==> config.mk <==
export PLATFORM = sky130hd
export DESIGN_NAME = uart_tx
export DESIGN_NICKNAME = d
export VERILOG_FILES = /design/src/rtl/uart_pkg.sv /design/src/rtl/uart_bit_timer.sv /design/src/rtl/uart_tx.sv
export SDC_FILE = /design/constraint.sdc
export NUM_CORES = 1
export LEC_CHECK = 0
export ABC_AREA = 1
export BUFFER_PORTS_ARGS = -buffer_cell sky130_fd_sc_hd__buf_2
export CORE_MARGIN = 2
export CORE_UTILIZATION = 65
export CTS_BUF_LIST = sky130_fd_sc_hd__clkbuf_8
export DETAILED_ROUTE_END_ITERATION = 10
export HOLD_SLACK_MARGIN = 0.05
export MAX_ROUTING_LAYER = met4
export PLACE_DENSITY = 0.94
export SKIP_CTS_REPAIR_TIMING = 1
export SLEW_MARGIN = 20
export SYNTH_ARGS = -nofsm -noshare
export SYNTH_HDL_FRONTEND = slang
export SYNTH_SLANG_ARGS = --single-unit
==> constraint.sdc <==
create_clock -name CLK -period 3.62 [get_ports CLK]
set_clock_uncertainty 0.2 [all_clocks]
set_input_delay 0.181 -clock CLK [delete_from_list [all_inputs] [get_ports CLK]]
set_output_delay 0.181 -clock CLK [all_outputs]
set_load 0.02 [all_outputs]
==> src/rtl/uart_pkg.sv <==
// Shared UART definitions: frame states and line levels, common to the tx and rx paths.
package uart_pkg;

  typedef enum logic [1:0] {
    ST_IDLE,
    ST_START,
    ST_DATA,
    ST_STOP
  } uart_state_e;

  localparam int unsigned DATA_BITS   = 8;
  localparam logic        IDLE_LEVEL  = 1'b1;
  localparam logic        START_LEVEL = 1'b0;

endpackage : uart_pkg

==> src/rtl/uart_bit_timer.sv <==
// Bit-period timer: counts CLK cycles within a bit and pulses bit_done in the last one.
module uart_bit_timer #(
  parameter int unsigned CLKS_PER_BIT = 434
) (
  input  logic CLK,
  input  logic RST,
  input  logic clear,
  input  logic enable,
  output logic bit_done
);

  localparam int unsigned CNT_W = (CLKS_PER_BIT > 1) ? $clog2(CLKS_PER_BIT) : 1;
  localparam logic [CNT_W-1:0] CNT_LAST = CNT_W'(CLKS_PER_BIT - 1);

  logic [CNT_W-1:0] count;

  // Wraps to zero at every bit boundary so consecutive bits share one counter.
  always_ff @(posedge CLK) begin
    if (RST || clear) begin
      count <= '0;
    end else if (enable) begin
      count <= (count == CNT_LAST) ? '0 : count + CNT_W'(1);
    end
  end

  assign bit_done = enable && (count == CNT_LAST);

endmodule : uart_bit_timer

==> src/rtl/uart_tx.sv <==
// 8N1-style UART transmitter for the FTB1 line: valid/ready byte in, LSB-first serial out.
module uart_tx
  import uart_pkg::*;
#(
  parameter int unsigned CLKS_PER_BIT = 434,
  parameter int unsigned STOP_BITS    = 1
) (
  input  logic       CLK,
  input  logic       RST,
  input  logic [7:0] DATA,
  input  logic       VALID,
  output logic       READY,
  output logic       TX,
  output logic       BUSY
);

  localparam logic           STOP_LAST = 1'(STOP_BITS - 1);
  localparam logic [2:0]     BIT_LAST  = 3'(DATA_BITS - 1);

  uart_state_e          state;
  logic [DATA_BITS-1:0] shift;
  logic [2:0]           bit_idx;
  logic                 stop_idx;
  logic                 bit_done;
  logic                 accept;

  // Ready in idle, or in the final cycle of the last stop bit for back-to-back frames.
  assign READY  = !RST && ((state == ST_IDLE) ||
                  ((state == ST_STOP) && bit_done && (stop_idx == STOP_LAST)));
  assign accept = VALID && READY;

  uart_bit_timer #(
    .CLKS_PER_BIT(CLKS_PER_BIT)
  ) u_bit_timer (
    .CLK      (CLK),
    .RST      (RST),
    .clear    (accept),
    .enable   (state != ST_IDLE),
    .bit_done (bit_done)
  );

  // TX is updated only at bit boundaries, so it is stable for the whole bit period.
  always_ff @(posedge CLK) begin
    if (RST) begin
      state    <= ST_IDLE;
      TX       <= IDLE_LEVEL;
      BUSY     <= 1'b0;
      shift    <= '0;
      bit_idx  <= '0;
      stop_idx <= 1'b0;
    end else if (accept) begin
      state    <= ST_START;
      TX       <= START_LEVEL;
      BUSY     <= 1'b1;
      shift    <= DATA;
      bit_idx  <= '0;
      stop_idx <= 1'b0;
    end else begin
      unique case (state)
        ST_IDLE: begin
          TX   <= IDLE_LEVEL;
          BUSY <= 1'b0;
        end
        ST_START: begin
          if (bit_done) begin
            state <= ST_DATA;
            TX    <= shift[0];
          end
        end
        ST_DATA: begin
          if (bit_done) begin
            shift <= shift >> 1;
            if (bit_idx == BIT_LAST) begin
              state    <= ST_STOP;
              TX       <= IDLE_LEVEL;
              bit_idx  <= '0;
              stop_idx <= 1'b0;
            end else begin
              bit_idx <= bit_idx + 3'd1;
              TX      <= shift[1];
            end
          end
        end
        ST_STOP: begin
          if (bit_done) begin
            if (stop_idx == STOP_LAST) begin
              state <= ST_IDLE;
              BUSY  <= 1'b0;
            end else begin
              stop_idx <= stop_idx + 1'b1;
            end
          end
        end
        default: begin
          state <= ST_IDLE;
          TX    <= IDLE_LEVEL;
          BUSY  <= 1'b0;
        end
      endcase
    end
  end

endmodule : uart_tx

==> flow_metrics.tcl <==
set metrics [dict create \
    status "complete, no violations" \
    switching_power_mw 0.371 \
    synth_top_area_cell "dfxtp_1" \
    synth_edf_count 0 \
    htree_levels 1 \
    power_frac_comb 0.398 \
    yosysMostFrequentCell "nand2_1" \
    core_sq_um 1980 \
    ir_worst_vdd_v 0.000459 \
    cts_sinks 24 \
    firstDrtPassIters 7 \
    std_cell_rows 16 \
    avgSynthCellArea_sq_um 7.64 \
    finalHoldViolCount 0 \
    ys_ff_latch 24 \
    power_density_nw_per_um2 598 \
    synth_ff_type "dfxtp_1" \
    ys_types 32 \
    synth_fp_nets 203 \
    pwr-share-seq 0.351 \
    drtIter0Drc 58 \
    async_reset_ff_frac 0 \
    synth_warnings 0 \
    netSwitchingFraction 0.384 \
    post-route-min-period_ps 2950 \
    numCtsBuffers 3 \
    ys_top_cells_by_count "nand2_1, dfxtp_1, inv_1" \
    root_buffer "clkbuf_8" \
    finalPower_mw 0.966 \
    dp_hpwl_um 2140 \
    antenna_found_initial 0 \
    grt_pass1_wl_um 4840 \
    drv_slew 0 \
    vias 1279 \
    slew_headroom 0.719 \
    overflow 0 \
    max_freq_mhz 339 \
    netlist.area_leader.share 0.348 \
    num-fill-cells 118 \
    grt_max_degree 24 \
    gp_congestion 0.815 \
    critical_path_peak_fanout 11 \
    area_growth_pct 16.7 \
    crit_required_ps 3590 \
    ys_seq_area_frac 0.348 \
    synth.area.top_cells "dfxtp_1, nand2_1, ha_1" \
    ant_nets 0 \
    wl_per_cell_um 14.6 \
    clk_pin_slew_ps 90 \
    finalSetupViolCount 0 \
    diodes 0 \
    initial_core_util 0.698 \
    synthCells 181 \
    insertion_delay_ps 270 \
    synthesis.area_sq_um 1380 \
    tightest_slew_ps 420 \
    cp-end-kind "register" \
    chipHeight_um 50.1 \
    fin_nets 227 \
    routed_wl_um 3380 \
    die-area_sq_um 2510 \
    grt_pass1_vias 1158 \
    finalSetupTns_ps 0 \
    p_int_mw 0.595 \
    rsz0062_at_grt "false" \
    leakagePower_nw 0.789 \
    clock_power_share 0.250 \
    max_cap_violations 0 \
    crit_type "register to register" \
    avgViaCountPerCell 5.54 \
    grt_use_total 0.266 \
    cts_tree "yes" \
    die_w_um 50.1 \
    port_buffers 13 \
    fin_crit_sh 0.815 \
    hp-class "primary input to register" \
    clk_path_buf_depth 2 \
    cp-start-kind "register" \
    io_pins 14 \
    drive_gt1_frac 0.211 \
    cp.arrival_ps 2920 \
    drcViolationCount 0 \
]
path summary, 6_finish.rpt:
check                           startpoint       end  slack (ps)  cells past startpoint
worst max-delay path              state[0]  shift[7]         670                     11
worst min-delay path                 VALID      BUSY         220                      3
worst max register to register    state[0]  shift[7]         670                     11
worst min register to register          TX        TX         270                      2
metrics by stage:
step	hold slack, ps	util	setup slack [ps]	instance area, sq um	instances
after floorplan	128	-	1770	1380	181
after global placement	221	0.728	1440	1440	217
after detailed placement	229	0.728	1290	1440	217
after CTS	-59.9	0.764	1260	1510	221
after global routing	224	0.814	455	1610	231
final	217	0.814	671	1610	231
registers in the layout, indices dropped and copies added (netlist names):
register	flops
u_bit_timer.count	9
shift	8
bit_idx	3
state	2
BUSY	1
TX	1
placed cells by master, fill, tap and decap left out:
master,count
a21oi_1,9
nand2_1,46
xor2_1,4
o211a_1,2
buf_2,13
nor3b_1,1
nand3_2,2
bufinv_16,1
a21oi_2,4
and3_1,1
dfxtp_1,24
nor2_1,10
nor3_1,3
o22ai_1,1
nand4_1,2
o21ai_1,1
nand3b_1,2
nand2_2,4
a31oi_1,1
dlygate4sd3_1,10
clkbuf_8,3
o21ai_2,4
inv_1,19
nor2_4,1
nor2_2,3
inv_2,5
o21a_1,1
o21bai_1,1
nand3_1,9
ha_1,11
o21ai_0,2
or2_2,2
nor4_1,1
nand3_4,1
worst max-delay path, stage by stage (launching register included):
cell and delay [ps]:
dfxtp_1 420, inv_1 130, ha_1 280, inv_2 160, nand3_2 160, nor2_2 370, inv_1 190, nand2_1 100
inv_1 110, nand2_1 90, a21oi_1 60, dlygate4sd3_1 560
power groups by stage:
| stage | sequential [mW] | clock, mW | combinational, mW |
|---|---|---|---|
| after floorplan | 0.342 | 0 | 0.281 |
| after global placement | 0.338 | 0 | 0.336 |
| after detailed placement | 0.342 | 0 | 0.353 |
| after CTS | 0.336 | 0.241 | 0.360 |
| after global routing | 0.342 | 0.252 | 0.428 |
| final | 0.339 | 0.242 | 0.384 |
layout make-up:
cell class | count | area, sq um | share of cell area
clock inverter | 1 | 30.0 | 0.0186
tap | 27 | 33.8 | 0.0209
sequential | 24 | 480 | 0.298
clock buffer | 3 | 41.3 | 0.0256
timing repair buffer | 23 | 165 | 0.102
multi-input combinational | 129 | 773 | 0.479
inverter | 24 | 90.1 | 0.0558
cells by family after synthesis:
family / synth area share
and+or+nand+nor: 0.306
xor gates and xnor gates: 0.0253
buffers and inverters: 0.0932
AOI/OAI and AO/OA: 0.129
DFF: 0.348
adders and majority gates: 0.0995
metal layers:
layer  track usage  up-vias  routed length, um
met1         0.268      587               1270
met3        0.0333       13                165
li1              -      626                  -
met4         0.162        0                112
met2         0.480       53               1840
met5             -        -                  0
(Power assumes the default switching activity.)
